### config.mk
export PLATFORM = sky130hd
export DESIGN_NAME = reg_view_ctrl
export DESIGN_NICKNAME = d
export VERILOG_FILES = /design/src/rtl/reg_view_ctrl.sv
export SDC_FILE = /design/constraint.sdc
export NUM_CORES = 1
export LEC_CHECK = 0
export CAP_MARGIN = 25
export CORE_MARGIN = 5
export CORE_UTILIZATION = 53
export CTS_BUF_LIST = sky130_fd_sc_hd__clkbuf_4
export CTS_CLUSTER_DIAMETER = 80
export DETAILED_ROUTE_END_ITERATION = 8
export GPL_TIMING_DRIVEN = 0
export PLACE_DENSITY = 0.82
export SLEW_MARGIN = 10
export SYNTH_ARGS = -nofsm -noshare
export SYNTH_HDL_FRONTEND = slang
export SYNTH_SLANG_ARGS = --single-unit
### constraint.sdc
create_clock -name clk -period 9.2 [get_ports clk]
set_input_delay 1.84 -clock clk [delete_from_list [all_inputs] [get_ports clk]]
set_output_delay 1.84 -clock clk [all_outputs]
set_load 0.02 [all_outputs]
### src/rtl/reg_view_ctrl.sv
// reg_view_ctrl: register-file viewer controller. Debounces next/prev
// buttons, steps or auto-scans a 5-bit index and reloads the display word.
// Ports:
//   clk       system clock, all state on rising edge
//   clr_n     asynchronous active-low clear
//   btn_next  raw button, steps index up
//   btn_prev  raw button, steps index down
//   auto_en   level, 1 = auto-scan mode
//   rd_addr   read address to register file (= disp_idx)
//   rd_data   combinational read data for rd_addr
//   disp_x    registered word for the hex display
//   disp_idx  registered index currently shown
//   upd       one-cycle pulse with each disp_x load
module reg_view_ctrl #(
    parameter int unsigned DEB_CYCLES     = 1000000,
    parameter int unsigned SCAN_CYCLES    = 100000000,
    parameter int unsigned REFRESH_CYCLES = 1000000
) (
    input  logic        clk,
    input  logic        clr_n,
    input  logic        btn_next,
    input  logic        btn_prev,
    input  logic        auto_en,
    output logic [4:0]  rd_addr,
    input  logic [31:0] rd_data,
    output logic [31:0] disp_x,
    output logic [4:0]  disp_idx,
    output logic        upd
);

    localparam logic [23:0] DEB_LAST  = 24'(DEB_CYCLES - 1);
    localparam logic [31:0] SCAN_LAST = 32'(SCAN_CYCLES - 1);
    localparam logic [23:0] REF_LAST  = 24'(REFRESH_CYCLES - 1);

    typedef enum logic {IDLE, FETCH} state_e;

    // bit 0 = next, bit 1 = prev
    logic [1:0]       btn_raw;
    logic [1:0]       sync1_q;
    logic [1:0]       sync2_q;
    logic [1:0]       lvl_q;
    logic [1:0]       lvl_d;
    logic [1:0][23:0] deb_cnt_q;
    logic [1:0][23:0] deb_cnt_d;
    logic [1:0]       step;

    logic [4:0]  idx_q;
    logic [4:0]  idx_d;
    logic [31:0] scan_q;
    logic [31:0] scan_d;
    logic        idx_chg;

    state_e      state_q;
    state_e      state_d;
    logic [23:0] ref_q;
    logic [23:0] ref_d;
    logic [31:0] disp_q;
    logic [31:0] disp_d;
    logic        upd_q;
    logic        upd_d;

    assign btn_raw = {btn_prev, btn_next};

    // Debounce: the level flips on the DEB_CYCLES-th consecutive cycle the
    // synchronized input differs from it; the step fires in that same cycle.
    always_comb begin
        lvl_d     = lvl_q;
        deb_cnt_d = '0;
        step      = '0;
        for (int b = 0; b < 2; b++) begin
            if (sync2_q[b] != lvl_q[b]) begin
                if (deb_cnt_q[b] == DEB_LAST) begin
                    lvl_d[b] = sync2_q[b];
                    step[b]  = sync2_q[b];
                end else begin
                    deb_cnt_d[b] = deb_cnt_q[b] + 24'd1;
                end
            end
        end
    end

    // Index: auto-scan owns the index while auto_en is high.
    always_comb begin
        idx_d  = idx_q;
        scan_d = '0;
        if (auto_en) begin
            if (scan_q == SCAN_LAST) begin
                idx_d = idx_q + 5'd1;
            end else begin
                scan_d = scan_q + 32'd1;
            end
        end else begin
            unique case (step)
                2'b01:   idx_d = idx_q + 5'd1;
                2'b10:   idx_d = idx_q - 5'd1;
                default: idx_d = idx_q;
            endcase
        end
    end

    assign idx_chg = (idx_d != idx_q);

    // A change during FETCH re-arms FETCH so only the newest index loads.
    always_comb begin
        state_d = state_q;
        ref_d   = ref_q;
        disp_d  = disp_q;
        upd_d   = 1'b0;
        unique case (state_q)
            IDLE: begin
                if (idx_chg || ref_q == REF_LAST) begin
                    state_d = FETCH;
                    ref_d   = '0;
                end else begin
                    ref_d = ref_q + 24'd1;
                end
            end
            FETCH: begin
                ref_d = '0;
                if (!idx_chg) begin
                    disp_d  = rd_data;
                    upd_d   = 1'b1;
                    state_d = IDLE;
                end
            end
        endcase
    end

    always_ff @(posedge clk or negedge clr_n) begin
        if (!clr_n) begin
            sync1_q   <= '0;
            sync2_q   <= '0;
            lvl_q     <= '0;
            deb_cnt_q <= '0;
            idx_q     <= '0;
            scan_q    <= '0;
            state_q   <= FETCH;
            ref_q     <= '0;
            disp_q    <= '0;
            upd_q     <= 1'b0;
        end else begin
            sync1_q   <= btn_raw;
            sync2_q   <= sync1_q;
            lvl_q     <= lvl_d;
            deb_cnt_q <= deb_cnt_d;
            idx_q     <= idx_d;
            scan_q    <= scan_d;
            state_q   <= state_d;
            ref_q     <= ref_d;
            disp_q    <= disp_d;
            upd_q     <= upd_d;
        end
    end

    assign rd_addr  = idx_q;
    assign disp_idx = idx_q;
    assign disp_x   = disp_q;
    assign upd      = upd_q;

endmodule

Word-level counts from Yosys, hierarchy flattened

Index checks and enable logic that the tools add are counted.

Reduce and logical (&&, ||, !) cells: 4
Equal/unequal tests: 9
Mux-type cells: 20
Bitwise gates (word level): 2
Add/subtract/negate cells: 6

Operator list:

| cell                    | count |
|---|---|
| $mux W24                | 5 |
| $add A24 B1 Y24 const B | 3 |
| $eq A24 B20 Y1 const B  | 3 |
| $mux W32                | 2 |
| $pmux W24 S2            | 1 |
| $add A32 B1 Y32 const B | 1 |
| $eq A32 B27 Y1 const B  | 1 |
| $mux W5                 | 2 |
| $pmux W5 S2             | 1 |
| $mux W1                 | 8 |
| $reduce_and A2 Y1       | 3 |
| $add A5 B1 Y5 const B   | 1 |
| $ne A5 B5 Y1            | 1 |
| $sub A5 B1 Y5 const B   | 1 |
| $eq A2 B1 Y1 const B    | 1 |
| $eq A2 B2 Y1 const B    | 1 |
| $ne A1 B1 Y1            | 2 |
| $not A1 Y1              | 2 |
| $pmux W1 S2             | 1 |
| $logic_or A1 B1 Y1      | 1 |

Word-level logic and storage cells: 53
Bits of input ports: 37
Register bits after elaboration: 149
Output and inout bits: 43

Logic depth before layout (Yosys ltp)

Depth in word-level cells: 10
Gate-level depth with buffers: 13
Gate-level depth less buffers: 10

Worst setup path after synthesis

No wires, ideal clock.

Path type: reg-to-reg
Start point: register deb_cnt_q[10] (netlist name)
End point: register disp_q[12] (netlist: disp_x[12])
Setup time: 125 ps
Data required time: 9,075 ps
Buffers on the path: 1
Cell stages (with the launch flop): 12
Arrival time: 3,337 ps
Clock period less this slack: 3,462 ps
Setup slack: 5,738 ps
Path through: dfrtp_1 > or4_1 > or4_1 > nor4_1 > and3b_1 > inv_1 > ha_1 > nor2_1 > a311oi_1 > nor3b_2 > buf_6 > mux2_2

Word-level cells in the longest chain between the ends: 9
Elaborated cells between the ends (all ways): 10
Classes of those cells: 4 x eq/ne; 4 x mux; 1 x bitwise; 1 x reduce/logical

RTL lines:

| what                                                | RTL line | text |
|---|---|---|
| from (decl)                                         | 43       | `logic [1:0][23:0] deb_cnt_q;` |
| from (signal assigned)                              | 145      | `deb_cnt_q <= deb_cnt_d;` |
| $eq A24 B20 Y1 (*)                                  | 72       | `if (deb_cnt_q[b] == DEB_LAST) begin` |
| $mux W1 (*)                                         | 72       |  |
| $mux W1 (*)                                         | 71       | `if (sync2_q[b] != lvl_q[b]) begin` |
| $eq A2 B2 Y1 / $eq A2 B1 Y1 (equally long branches) | 93       | `unique case (step)` |
| $pmux W5 S2 (*)                                     | 93       |  |
| $mux W5 (*)                                         | 86       | `if (auto_en) begin` |
| $ne A5 B5 Y1 (*)                                    | 101      | `assign idx_chg = (idx_d != idx_q);` |
| $not A1 Y1 (no source line) (*)                     | -        |  |
| $reduce_and A2 Y1 (no source line) (*)              | -        |  |
| to (signal assigned)                                | 150      | `disp_q <= disp_d;` |
| to (decl)                                           | 57       | `logic [31:0] disp_q;` |

Every way passes the cells marked *; elsewhere a longest branch is shown, timed or not.
A chain may end at the register's enable or synchronous reset.

Worst setup path in the final report

Start point: register deb_cnt_q[10] (netlist name)
End point: register disp_q[2] (netlist: disp_x[2])

The elaborated chain is that of the path after synthesis.

==> summary.md <==
| Metric | Value |
|---|---|
| DR pass1 iterations | 5 |
| Hold Fails Final Rpt | 0 |
| FMAX | 0.236 GHz |
| P_leak | 3.63 nW |
| Wirelength, routed | 15,000 um |
| Total track usage | 19.4% |
| Avg Cell Area, Syn | 10.3 um^2 |
| # IOs | 80 |
| Final WS setup | 4.97 ns |
| Non-Filler Instances | 988 |
| Net Count, Synth | 742 |
| Mapped cell area | 7170 um^2 |
| Largest net degree at the start of global routing | 84 |
| Synth unique cells | 45 |
| Power per standard cell area | 147 nW/um^2 |
| Insertion delay to the later sink of the worst-skew pair | 0.54 ns |
| Seq/Total Area, Yosys | 52.1% |
| FFs w/ async S/R, synth | 100% |
| Multi-input gate area | 3190 um^2 |
| Final min period | 4.23 ns |
| Slew Viols, Final | 0 |
| Status | completed |
| Synth-to-Final Area Change | 19.2% |
| Crit Path Max Fanout | 10 |
| Reg2reg path depth | 11 |
| Design area | 8540 um^2 |
| Hold Crit Depth | 0 |
| CTS tree | done |
| Initial antenna violation count | 1 |
| Post-cts resize count | 0 |
| 1st-iter DRT viols | 490 |
| Synth Flop Type | dfrtp_1 |
| Post-synth EDFFs | 0 |
| Die W | 126 um |
| Clk slew on worst S/H paths | 0.13 ns |
| DR DRC count | 0 |
| Chip height | 126 um |
| CTS Sinks | 149 |
| Fin Setup TNS | 0 ns |
| Vias in the first global route | 5,446 |
| Seq. cell area | 3730 um^2 |
| Placed cells | 953 |
| Global route overflow | 0 |
| Post-Syn Instances | 697 |
| Routed vias | 5,422 |
| CTS max path bufs | 2 |
| Initial Utilization | 54.1% |
| Net count, final | 843 |
| CTS Hold Bufs | 0 |
| Vias per std cell | 5.49 |
| Max-slew headroom | 36.2% |
| Setup Skew | 0.0202 ns |
| Final period utilization | 46.0% |
| RSZ-0062 raised after global routing | no |
| Peak VDD IR | 0.0710 mV |
| Die Area | 15,900 um^2 |
| Post-route ant nets | 0 |
| Post-DP HPWL | 10,800 um |
| Share of cells above drive strength 1 | 11.7% |
| CTS HTree Levels | 4 |
| First-pass GRT wire length | 25,500 um |
| Fillers | 995 |
| Design Power | 0.00126 W |
| Yosys warnings | 0 |
| CP arrival | 4.65 ns |
| Final estimated routing congestion in global placement | 0.873 |
| CP required | 9.62 ns |
| Post-CTS Setup Bufs | 0 |
| Clock buffer count from CTS | 17 |
| Startpoint types | flop |
| Placed instance area | 8210 um^2 |
| Synthesized flop and latch total | 149 |
| Post-Place Setup Slack | 5.13 ns |
| Clock root cell | clkbuf_4 |
| Hold WC Path Type | flop to flop |
| Drt wl/cell | 15.2 um |
| Max-cap violations | 0 |
| FP Rows | 42 |
| CP Capture Type | flop |
| Core area | 13,200 um^2 |
| Port bufs | 79 |
| Final setup viols | 0 |
| Worst slew pin tran | 0.949 ns |
| WS Path Type | flop to flop |
## cell usage after synthesis, drive strengths merged, types with 2 or more instances
cell type  number  area [um^2]
xnor2          42          368
nand2b          2         12.5
a21oi           9         45.0
a211oi          2         15.0
nand4          37          231
dfrtp         148         3700
mux2           36          417
nand2          31          116
nor4b           2         17.5
nor3           18         95.1
o21ai           4         20.0
clkbuf         16         60.1
ha              8          100
inv            20         75.1
nand3          48          240
nor2          131          492
nor3b           4         35.0
xor2           59          517
or4             5         41.3
buf            16          111
nor4           16          115
mux2i           2         20.0
and4            8         70.1
and2            2         12.5
and3           18          113
## layout make-up
type                            instances  share of cell area [%]
Sequential cell                       149                    43.7
Multi-Input combinational cell        496                    37.3
Timing Repair Buffer                   82                    9.71
Tap cell                              176                    2.58
Clock inverter                         15                    2.27
Buffer                                 32                    2.01
Clock buffer                           17                    1.49
Inverter                               20                   0.879
Antenna cell                            1                  0.0293
## cell families (layout without fill, tap and decap cells)
logic type                 count (synthesis)  count (layout)  share of synthesized area, %
AOI/OAI and AO/OA                         20              20                          1.71
xor gates and xnor gates                 101             101                          12.3
adders and majority gates                  8               8                          1.40
buffers and inverters                     52             166                          3.44
DFF                                      149             149                          52.1
muxes                                     38              38                          6.09
other                                      0               1                             0
and+or+nand+nor                          329             329                          23.0
## per-stage QoR
stage | hold slack, ns | utilization, %
final | 0.363 | 64.5
after global routing | 0.371 | 64.5
after CTS | 0.365 | 64.4
after detailed placement | 0.335 | 62.0
after global placement | 0.335 | 61.7
after floorplan | 0.331 | -
## sequential cells by signal, indices dropped and copies added, names as in the netlist
register and cells:
sync1_q 2, upd 1, deb_cnt_q 48, sync2_q 2, ref_q 24, disp_idx 5
scan_q 32, state_q 1, lvl_q 2, disp_x 32
## worst paths after layout
kind                                          from               endpoint  slack (ns)
setup / recovery           deb_cnt_q[10]$_DFF_PN0_  disp_x[2]$_DFFE_PN0P_        4.97
hold / removal                sync1_q[0]$_DFF_PN0_   sync2_q[0]$_DFF_PN0_        0.36
setup reg to reg           deb_cnt_q[10]$_DFF_PN0_  disp_x[2]$_DFFE_PN0P_        4.97
hold reg to reg               sync1_q[0]$_DFF_PN0_   sync2_q[0]$_DFF_PN0_        0.36
max in group asynchronous                    clr_n    ref_q[13]$_DFF_PN0_        7.15
min in group asynchronous                    clr_n   scan_q[29]$_DFF_PN0_        1.26
## where the power goes
group	switching (W)	total, W	internal [W]
combinational	0.0000627	0.000126	0.0000628
sequential	0.0000170	0.000687	0.000670
clock	0.000250	0.000445	0.000195
## critical path: stages (launching register included)
cell and delay [ns]:
dfrtp_1 0.45, or4_1 0.54, or4_1 0.40, nor4_1 0.50, and3b_1 0.31, ha_1 0.18
clkbuf_1 0.30, nor2_1 0.11, a311oi_1 0.58, nor3b_2 0.22, buf_6 0.21, mux2_4 0.30
## per-layer routing
metal  GRT usage [%]  vias up  part of all wire, %
met2            32.0      194                   48
met4            7.07        0                  1.7
met1            24.7     2612                   44
li1                -     2588                    -
met3            5.12       28                  6.3
met5               0        -                    0
## cell usage in the layout, fill, tap and decap left out, drive strengths merged, types with 2 or more instances in the layout
cell type / n
dfrtp: 148
nor2: 131
clkdlybuf4s50: 78
xor2: 59
nand3: 48
xnor2: 42
nand4: 37
mux2: 36
clkbuf: 34
nand2: 31
inv: 26
buf: 19
and3: 18
nor3: 18
nor4: 16
a21oi: 9
and4: 8
ha: 8
or4: 5
o21ai: 4
nor3b: 4
clkinv: 3
bufinv: 3
clkinvlp: 3
and2: 2
nand2b: 2
nor4b: 2
mux2i: 2
a211oi: 2
Note: power is estimated with default switching activity, not from simulation.
